<file path="config.mk">
export PLATFORM = sky130hd
export DESIGN_NAME = serial_sub
export DESIGN_NICKNAME = d
export VERILOG_FILES = /design/src/rtl/serial_sub.sv
export SDC_FILE = /design/constraint.sdc
export NUM_CORES = 1
export LEC_CHECK = 0
export ABC_CLOCK_PERIOD_IN_PS = 3300
export BUFFER_PORTS_ARGS = -buffer_cell sky130_fd_sc_hd__buf_2
export CAP_MARGIN = 20
export CORE_ASPECT_RATIO = 1.4
export CORE_MARGIN = 2
export CORE_UTILIZATION = 40
export DETAILED_ROUTE_END_ITERATION = 12
export PLACE_DENSITY = 0.61
export SLEW_MARGIN = 20
export SYNTH_ARGS = -nofsm -noshare
export SYNTH_HDL_FRONTEND = slang
export SYNTH_SLANG_ARGS = --single-unit
</file>
<file path="constraint.sdc">
create_clock -name clk -period 3.3 [get_ports clk]
set_clock_uncertainty 0.15 [all_clocks]
set_input_delay 0.66 -clock clk [delete_from_list [all_inputs] [get_ports clk]]
set_output_delay 0.66 -clock clk [all_outputs]
set_load 0.01 [all_outputs]
</file>
<file path="src/rtl/serial_sub.sv">
// Bit-serial unsigned subtractor, LSB first, one bit per clock with a registered borrow.
// Optional signed-overflow output is built when SERIAL_SUB_OVF_EN is defined.
//
// state | meaning
// IDLE  | waiting for start; operands captured on an accepted start
// SHIFT | one bit of a - b per cycle, WIDTH cycles
// DONE  | result registered, done pulses for one cycle
module serial_sub #(
    parameter int WIDTH = 8
) (
    input  logic             clk,
    input  logic             rst_n,
    input  logic             start,
    input  logic [WIDTH-1:0] a,
    input  logic [WIDTH-1:0] b,
    output logic             busy,
    output logic             done,
    output logic [WIDTH-1:0] diff,
    output logic             borrow
`ifdef SERIAL_SUB_OVF_EN
    ,
    output logic             ovf
`endif
);

    localparam int CW = $clog2(WIDTH) + 1;
    localparam logic [CW-1:0] LAST = CW'(WIDTH - 1);

    typedef enum logic [1:0] {
        IDLE,
        SHIFT,
        DONE
    } state_t;

    state_t state, state_nx;

    logic [WIDTH-1:0] sa, sb, sd;
    logic             br;
    logic [CW-1:0]    cnt;

    logic             x, y, d, br_nx;
    logic [WIDTH-1:0] sd_nx;

`ifdef SERIAL_SUB_OVF_EN
    logic am, bm;
`endif

    always_comb begin
        state_nx = state;
        case (state)
            IDLE:    if (start) state_nx = SHIFT;
            SHIFT:   if (cnt == LAST) state_nx = DONE;
            DONE:    state_nx = IDLE;
            default: state_nx = IDLE;
        endcase
    end

    // Half-subtractor pair; sd_nx already holds the final aligned result on the last bit.
    always_comb begin
        x     = sa[0];
        y     = sb[0];
        d     = x ^ y ^ br;
        br_nx = (~x & y) | (~(x ^ y) & br);
        sd_nx = {d, sd[WIDTH-1:1]};
    end

    always_ff @(posedge clk) begin
        if (!rst_n) begin
            state <= IDLE;
            busy  <= 1'b0;
            done  <= 1'b0;
        end else begin
            state <= state_nx;
            busy  <= (state_nx == SHIFT);
            done  <= (state_nx == DONE);
        end
    end

    always_ff @(posedge clk) begin
        if (!rst_n) begin
            sa     <= '0;
            sb     <= '0;
            sd     <= '0;
            br     <= 1'b0;
            cnt    <= '0;
            diff   <= '0;
            borrow <= 1'b0;
`ifdef SERIAL_SUB_OVF_EN
            am     <= 1'b0;
            bm     <= 1'b0;
            ovf    <= 1'b0;
`endif
        end else begin
            case (state)
                IDLE: begin
                    if (start) begin
                        sa  <= a;
                        sb  <= b;
                        sd  <= '0;
                        br  <= 1'b0;
                        cnt <= '0;
`ifdef SERIAL_SUB_OVF_EN
                        am  <= a[WIDTH-1];
                        bm  <= b[WIDTH-1];
`endif
                    end
                end
                SHIFT: begin
                    sa  <= sa >> 1;
                    sb  <= sb >> 1;
                    sd  <= sd_nx;
                    br  <= br_nx;
                    cnt <= cnt + 1'b1;
                    if (cnt == LAST) begin
                        diff   <= sd_nx;
                        borrow <= br_nx;
`ifdef SERIAL_SUB_OVF_EN
                        ovf    <= (am != bm) && (d != am);
`endif
                    end
                end
                default: ;
            endcase
        end
    end

endmodule

</file>
==> results.yml, run 1 <==
status:
  outcome: "finished clean"
power:
  pwr-share-comb: 0.108
  p_int_mw: 0.7083
  p_switching_mw: 0.2457
  power_frac_seq: 0.553
  peakVddDrop_mv: 0.2893
  switching_share: 0.2576
  power_density_nw_per_um2: 485.6
  p_leak_nw: 0.8024
  power.share.clock: 0.339
flow_run:
  drv_cap: 0
timing:
  drv_slew: 0
  period_share: 0.5879
  maxSlewHeadroom: 0.4704
  finalSetupViolations: 0
  fin_setup_tns_ps: 0
  worst_pin_slew_ps: 793.4
  rsz0062_at_grt: "no"
  finalCriticalPeriod_ps: 1940
  setup_ws_ps: 1360
  hold_violations: 0
  max_freq_mhz: 515.4
place:
  hpwl_mm: 2.218
  dp_slack_ps: 1130
  numPortBuffers: 29
  place.gp.congestion: 0.6755
logic_synthesis:
  synth_compound_area_frac: 0.2055
  synth_mux_area_frac: 0.05191
  seq_area_frac_synth: 0.4730
  synthArstFlopShare: 0
  yosysWarningCount: 0
  synth_edf_count: 0
  synth_xor_area_frac: 0
  syn_area_per_cell_sq_um: 9.280
  ys_seq_elements: 41
  synth-simple-area-share: 0.2019
  synth_top_family_by_area: "compound AO/OA/AOI/OAI gates"
  syn-num-nets: 208
  synth_cell_type_count: 29
  yosys-top-cells-area: "dfxtp_1, o221a_1, nor2_1"
  yosysTopAreaCell: "dfxtp_1"
  dominantRegCellSynth: "dfxtp_1"
  synthCells: 187
  synthAdderAreaFrac: 0.01875
  syn_area_sq_um: 1735
  ys_top_cells_by_count: "dfxtp_1, nor2_1, nand2_1"
  synth.most_common_cell: "dfxtp_1"
  netlist.area_leader.share: 0.4730
die:
  num_rows: 28
  pin_count: 30
  start_util: 0.4128
  dieArea_sq_um: 4889
  dieHeight_um: 81.94
  core_sq_um: 4204
  die_w_um: 59.67
cts:
  cts.clk_slew.worst_paths_ps: 80
  post_cts_resized: 0
  cts-htree-levels: 2
  insertion_delay_ps: 300
  clock-root-buffer: "clkbuf_8"
  cts_hold_buf: 0
  numCtsBuffers: 5
  cts_buffer_depth: 2
  cts.sinks: 41
  cts_tree: "yes"
  post_cts_buffers: 0
worst_setup_path:
  required_ps: 3320
  worst-endpoint-arrival_ps: 1970
  path_max_fanout: 22
  endpoint_kind: "flop"
  worstSetupStartpointType: "flop"
  crit_type: "reg -> reg"
route:
  drc: 0
  finalWirelength_mm: 3.460
  vias: 1363
  wl_per_cell_um: 13.52
  drt_pre_antenna_iters: 4
  drtIter0Drc: 44
  ant_nets: 0
  vias_per_cell: 5.324
global_routing:
  grt_start_max_net_pins: 35
  grt_pass1_wl_mm: 5.906
  grt_usage: 0.1606
  grt_antenna_before_repair: 0
  grt-ovfl-total: 0
  grt_pass1_vias: 1271
cells_and_area:
  fillers: 425
  antenna_cells: 0
  syn2layout_area_growth_pct: 13.19
  fin_nets: 231
  drive_above_1_share: 0.1991
  fin_util: 0.4673
hold_path:
  hold_class: "reg -> reg"
## registers in the layout (all words and copies together) (netlist names)
signal	flops
sa	8
diff	8
sd	7
cnt	4
borrow	1
br	1
busy	1
done	1
state	2
sb	8
## power groups by stage
| stage | Clock [mW] | Combinational [mW] | Sequential, mW |
|---|---|---|---|
| floorplan | 0 | 0.0771 | 0.538 |
| global placement | 0 | 0.103 | 0.539 |
| detailed placement | 0 | 0.104 | 0.539 |
| CTS | 0.334 | 0.105 | 0.528 |
| global route | 0.352 | 0.118 | 0.531 |
| finish | 0.323 | 0.103 | 0.528 |
## cell type report
type                    instances  area [sq um]  share of cell area
inverters                       3         11.26            0.005732
flip-flops and latches         41         820.8              0.4178
multi-input cells             128         829.5              0.4223
repair buffers                 31         160.2             0.08153
well taps                      45         56.30             0.02866
clock buffers                   5         68.82             0.03503
clock inverters                 3         17.52            0.008917
## critical path, stage by stage (launching register included)
cell     delay, ps
dfxtp_1        570
o21ba_1        800
o211a_1        250
nor3_1          40
## layout by cell type, fill, tap and decap left out, types with 2 or more instances in the layout
cell type  Yosys  routed
a22oi_1       10      10
nor3_1         3       3
nor2b_1       14      14
dfxtp_1       41      41
a31oi_1        2       2
inv_1          3       3
nand2_1       20      20
mux2i_1        9       9
nand3_1        2       2
nand2b_1       2       2
clkinv_2       0       2
clkbuf_8       0       5
and3_1         2       2
buf_2          5      29
nor2_1        25      25
o221a_1       13      13
buf_4          3       2
a21oi_1       14      14
## per-layer routing
metal,GRT usage,part of all wire,vias up
li1,-,-,698
met1,0.1940,0.48,624
met5,0,0,-
met4,0.08667,0.023,0
met3,0.04252,0.048,7
met2,0.2554,0.45,34
## cells by family after synthesis
kind of cell | after synthesis
fa+ha+maj | 2
compound gates | 45
simple gates | 72
buf+inv | 18
flops | 41
mux | 9
## path summary, 6_finish.rpt
path	slack (ps)	start	depth (start not counted)	end
min reg2reg	310	diff[2]$_SDFFE_PN0P_	2	diff[2]$_SDFFE_PN0P_
max	1360	state[1]$_SDFF_PN0_	3	cnt[2]$_SDFFE_PN0P_
min	310	diff[2]$_SDFFE_PN0P_	2	diff[2]$_SDFFE_PN0P_
max reg2reg	1360	state[1]$_SDFF_PN0_	3	cnt[2]$_SDFFE_PN0P_
## through the flow
step	hold slack, ps	total power [mW]	std cells	instance area, sq um
after global placement	291.2	0.6420	248	1878
after floorplan	288.4	0.6150	187	1735
after CTS	310.1	0.9675	256	1964
final	309.7	0.9540	256	1964
after detailed placement	293.0	0.6436	248	1878
after global routing	323.2	1.001	256	1964
No activity file was read; power rests on OpenSTA's default activity.
==> run 2, diff against run 1 <==
--- a/config.mk
+++ b/config.mk
@@ -5,7 +5,7 @@
 export SDC_FILE = /design/constraint.sdc
 export NUM_CORES = 1
 export LEC_CHECK = 0
-export ABC_CLOCK_PERIOD_IN_PS = 3300
+export ABC_CLOCK_PERIOD_IN_PS = 1900
 export BUFFER_PORTS_ARGS = -buffer_cell sky130_fd_sc_hd__buf_2
 export CAP_MARGIN = 20
 export CORE_ASPECT_RATIO = 1.4
==> constraint.sdc (replaced) <==
create_clock -name clk -period 1.9 [get_ports clk]
set_clock_uncertainty 0.15 [all_clocks]
set_input_delay 0.38 -clock clk [delete_from_list [all_inputs] [get_ports clk]]
set_output_delay 0.38 -clock clk [all_outputs]
set_load 0.01 [all_outputs]
==> run 2 against run 1 <==
Net effect:
- routed wire length up 0.64%
- combinational power increased by 78%
- final cell count grew 0.78%
- register-to-register slack got worse by 1100 ps
- clock-buffer cell count up 2
- design area grew 1.1%
- fmax rose by 20%
- critical path depth is 1 higher
- sequential power grew 74%
- via count rose by 1.4%
- sequential cell count stayed put
- critical endpoint is now diff[1]$_SDFFE_PN0P_
==> results.yml, run 2 (synthesis gave the netlist of run 1 again) <==
cts:
  cts_buffer_depth: 2
  insertion_delay_ps: 290
  numCtsBuffers: 5
  post_cts_resized: 0
  cts.clk_slew.worst_paths_ps: 70
  cts-htree-levels: 2
  post_cts_buffers: 0
  cts_tree: "yes"
  cts.sinks: 41
  cts_hold_buf: 0
  clock-root-buffer: "clkbuf_8"
die:
  dieArea_sq_um: 4889
  dieHeight_um: 81.94
  start_util: 0.4128
  num_rows: 28
  pin_count: 30
  core_sq_um: 4204
  die_w_um: 59.67
worst_setup_path:
  endpoint_kind: "flop"
  worstReg2RegEnd: "diff[1]$_SDFFE_PN0P_"
  worst-endpoint-arrival_ps: 1690
  worstSetupStartpointType: "flop"
  r2r_cells: 4
  required_ps: 1970
  crit_type: "reg -> reg"
  path_max_fanout: 9
  reg2reg_slack_ps: 280
  r2r-start: "cnt[0]$_SDFFE_PN0P_"
timing:
  finalSetupViolations: 0
  fin_setup_tns_ps: 0
  rsz0062_at_grt: "no"
  max_freq_mhz: 618.1
  drv_slew: 0
  period_share: 0.8515
  finalCriticalPeriod_ps: 1618
  worst_pin_slew_ps: 820.7
  maxSlewHeadroom: 0.4518
  hold_violations: 0
  setup_ws_ps: 282.2
route:
  vias_per_cell: 5.357
  vias: 1382
  drt_pre_antenna_iters: 4
  wl_per_cell_um: 13.50
  drc: 0
  ant_nets: 0
  finalWirelength_mm: 3.482
  drtIter0Drc: 52
global_routing:
  grt-ovfl-total: 0
  grt_start_max_net_pins: 26
  grt_antenna_before_repair: 0
  met3_usage: 0.04567
  use_met1: 0.1990
  top_usage_layer: "met2"
  grt_usage: 0.1603
  grt_pass1_vias: 1245
  grt_use_met2: 0.2500
  grt_pass1_wl_mm: 5.899
place:
  place.gp.congestion: 0.7458
  hpwl_mm: 2.365
  placedCellCount: 251
  dp_slack_ps: 255.7
  numPortBuffers: 29
hold_path:
  whs_endpoint: "sb[7]$_SDFFE_PN0P_"
  hold_start: "b[7]"
  hold_class: "in -> reg"
  hold_path_depth: 3
cells_and_area:
  layout_common_cells: "dfxtp_1, buf_2, nor2_1"
  final_cell_count_no_fill: 258
  reg.largest.list: "diff x8, sa x8, sb x8"
  antenna_cells: 0
  fin_nets: 234
  drive_above_1_share: 0.2019
  fillers: 425
  syn2layout_area_growth_pct: 14.49
  final_common_cell: "dfxtp_1"
power:
  power_density_nw_per_um2: 835.2
  p_leak_nw: 0.8179
  peakVddDrop_mv: 0.5643
flow_run:
  drv_cap: 0
status:
  outcome: "finished clean"
==> run 2: changes by cell type in the layout (fill, tap and decap cells not counted) <==
cell / previous run / this run
buf_4: 2 / 5
clkinvlp_4: 1 / 0
clkinv_2: 2 / 0
clkbuf_8: 5 / 6
clkbuf_1: 0 / 1
==> run 2: worst max-delay path: stages, from the launching register on <==
cell and delay (ps):
dfxtp_1 390, ha_1 230, nand4b_2 200, nor2_4 350, mux2i_1 230
==> run 2: worst max path at each step <==
stage	startpoint	cells after the start	to
2_1_floorplan	cnt[0]$_SDFFE_PN0P_	4	borrow$_SDFFE_PN0P_
3_3_place_gp	start	4	sa[3]$_SDFFE_PN0P_
3_5_place_dp	start	4	sa[3]$_SDFFE_PN0P_
4_1_cts	cnt[0]$_SDFFE_PN0P_	4	borrow$_SDFFE_PN0P_
5_1_grt	state[1]$_SDFF_PN0_	3	cnt[2]$_SDFFE_PN0P_
6_report	cnt[0]$_SDFFE_PN0P_	4	diff[1]$_SDFFE_PN0P_
==> run 2: cell type report <==
type / instances / area [sq um] / area share
tap: 45 / 56.30 / 0.02834
sequential: 41 / 820.8 / 0.4131
clock buffer: 7 / 86.33 / 0.04345
inverter: 3 / 11.26 / 0.005667
timing repair buffer: 34 / 182.7 / 0.09194
multi-input combinational: 128 / 829.5 / 0.4175
==> run 2: layer usage <==
| layer | share of wire | wire length [um] |
|---|---|---|
| met5 | 0 | 0 |
| met4 | 0.021 | 74 |
| met3 | 0.049 | 169 |
| met2 | 0.47 | 1622 |
| met1 | 0.46 | 1616 |
==> run 2: power by group <==
part           switching [mW]  total [mW]  internal (mW)
clock                   0.270       0.558          0.288
sequential             0.0212       0.918          0.897
combinational          0.0989       0.183         0.0844
==> run 2: stage by stage <==
step | power (mW) | hold slack (ps) | instance area, sq um | util
2_1_floorplan | 1.068 | 288.4 | 1735 | -
3_3_place_gp | 1.122 | 292.0 | 1901 | 0.4521
3_5_place_dp | 1.123 | 293.4 | 1901 | 0.4521
4_1_cts | 1.688 | 185.9 | 1987 | 0.4726
5_1_grt | 1.745 | 206.7 | 1987 | 0.4726
6_report | 1.660 | 194.6 | 1987 | 0.4726
==> run 3, diff against run 2 <==
--- a/config.mk
+++ b/config.mk
@@ -8,11 +8,13 @@
 export ABC_CLOCK_PERIOD_IN_PS = 1900
 export BUFFER_PORTS_ARGS = -buffer_cell sky130_fd_sc_hd__buf_2
 export CAP_MARGIN = 20
+export CELL_PAD_IN_SITES_DETAIL_PLACEMENT = 2
+export CELL_PAD_IN_SITES_GLOBAL_PLACEMENT = 2
 export CORE_ASPECT_RATIO = 1.4
 export CORE_MARGIN = 2
-export CORE_UTILIZATION = 40
+export CORE_UTILIZATION = 33
 export DETAILED_ROUTE_END_ITERATION = 12
-export PLACE_DENSITY = 0.61
+export PLACE_DENSITY = 0.78
 export SLEW_MARGIN = 20
 export SYNTH_ARGS = -nofsm -noshare
 export SYNTH_HDL_FRONTEND = slang
==> constraint.sdc (replaced) <==
create_clock -name clk -period 1.9 [get_ports clk]
set_clock_uncertainty 0.15 [all_clocks]
set_input_delay 0.57 -clock clk [delete_from_list [all_inputs] [get_ports clk]]
set_output_delay 0.57 -clock clk [all_outputs]
set_load 0.01 [all_outputs]
==> run 3 against run 2 <==
Net effect:
- non-clock buffer count is 2 higher
- critical path depth down 1
- design area grew 2.1%
- sequential cell count unchanged
- global-route usage increased by 1.0 points
- combinational power up 5%
- sequential power increased by 0.5%
- via count rose by 5.8%
- clock-buffer cell count is the same
- total power is 2.3% higher
- die area grew 20%
- critical endpoint is now cnt[2]$_SDFFE_PN0P_
- largest cell class unchanged
==> results.yml, run 3 (synthesis gave the netlist of run 1 again) <==
route:
  top_layer: "met4"
  wl_met2_mm: 2.592
  vias_per_cell: 5.203
  drc: 0
  met1_length_mm: 1.797
  ant_nets: 0
  wl_met3_um: 142
  finalWirelength_mm: 4.591
  drtIter0Drc: 47
  drt_pre_antenna_iters: 4
  wl_per_cell_um: 16.34
  vias: 1462
worst_setup_path:
  required_ps: 1910
  worstSetupStartpointType: "flop"
  startpoint: "state[0]$_SDFF_PN0_"
  crit_slowest_cell: "o21ba_1"
  crit_type: "reg -> reg"
  r2r-start: "state[0]$_SDFF_PN0_"
  worst-endpoint-arrival_ps: 1760
  endpoint_kind: "flop"
  path_max_fanout: 19
  cpPeakStageDelay_ps: 640
  path_cells: "o21ba_1, o211a_1, nor3_1"
cts:
  cts_tree: "yes"
  post_cts_buffers: 0
  post_cts_resized: 0
  cts-htree-levels: 2
  insertion_delay_ps: 290
  clock-root-buffer: "clkbuf_8"
  cts.clk_slew.worst_paths_ps: 80
  cts.sinks: 41
  numCtsBuffers: 5
  cts_buffer_depth: 2
  cts_hold_buf: 0
global_routing:
  grt_pass1_wl_mm: 7.824
  grt_usage: 0.1706
  grt_pass1_vias: 1645
  grt_antenna_before_repair: 0
  grt-ovfl-total: 0
  grt_start_max_net_pins: 27
cells_and_area:
  final_cell_count_no_fill: 281
  syn2layout_area_growth_pct: 16.87
  reg.largest.list: "diff x8, sa x8, sb x8"
  drive_above_1_share: 0.2093
  final_common_cell: "dfxtp_1"
  fin_nets: 236
  antenna_cells: 0
  layout_common_cells: "dfxtp_1, buf_2, nor2_1"
place:
  hpwl_mm: 3.326
  numPortBuffers: 29
  placedCellCount: 274
  place.gp.congestion: 0.7547
timing:
  maxSlewHeadroom: 0.5485
  rsz0062_at_grt: "no"
  finalCriticalPeriod_ps: 1757
  period_share: 0.9247
  hold_violations: 0
  max_freq_mhz: 569.2
  finalSetupViolations: 0
  fin_setup_tns_ps: 0
  worst_pin_slew_ps: 677.2
  drv_slew: 0
power:
  peakVddDrop_mv: 0.3862
  power_density_nw_per_um2: 836.7
  p_leak_nw: 0.8281
die:
  die_w_um: 65.29
  pin_count: 30
  num_rows: 31
  dieHeight_um: 89.81
  dieArea_sq_um: 5863
  start_util: 0.3390
  core_sq_um: 5120
flow_run:
  drv_cap: 0
status:
  outcome: "finished clean"
hold_path:
  hold_start: "diff[3]$_SDFFE_PN0P_"
  hold_class: "reg -> reg"
-- run 3: cell count changes in the layout (fill, tap and decap cells not counted) --
cell / change
buf_4: +2
-- run 3: critical path: cells and delay by family, from the launching register on --
kind            cells  cell delay, ps
compound gates      2             900
flops               1             520
simple gates        1              50
-- run 3: layout make-up --
class,count,area [sq um]
inverters,3,11.26
repair buffers,36,197.7
multi-input cells,128,829.5
clock buffers,7,86.33
flip-flops and latches,41,820.8
fillers,593,3092
well taps,66,82.58
-- run 3: where the power goes --
| part | switching (mW) | leakage (nW) | internal [mW] | total (mW) |
|---|---|---|---|---|
| combinational | 0.104 | 0.449 | 0.0880 | 0.192 |
| clock | 0.293 | 0.0443 | 0.289 | 0.582 |
| sequential | 0.0271 | 0.335 | 0.896 | 0.923 |
| total | 0.424 | 0.828 | 1.27 | 1.70 |
-- run 3: worst paths after layout --
path | end | slack [ps] | cells past startpoint
hold / removal | diff[3]$_SDFFE_PN0P_ | 320 | 2
hold reg to reg | diff[3]$_SDFFE_PN0P_ | 320 | 2
setup reg to reg | cnt[2]$_SDFFE_PN0P_ | 140 | 3
setup / recovery | cnt[2]$_SDFFE_PN0P_ | 140 | 3
-- run 3: through the flow --
step                instance area [sq um]    util  power [mW]  hold slack (ps)  worst slack (ps)
finish                               2028  0.3961       1.697            316.7             143.0
global route                         2028  0.3961       1.784            344.5             32.71
CTS                                  2028  0.3961       1.719            323.0             141.1
detailed placement                   1942  0.3793       1.138            308.8             11.64
global placement                     1942  0.3793       1.125            291.1             17.22
floorplan                            1735       -       1.068            288.4             379.6
-- run 3: metal layers --
metal	vias up	global-route usage
met4	0	0.04688
li1	709	-
met3	5	0.04005
met2	23	0.3155
met5	-	0
met1	725	0.1888
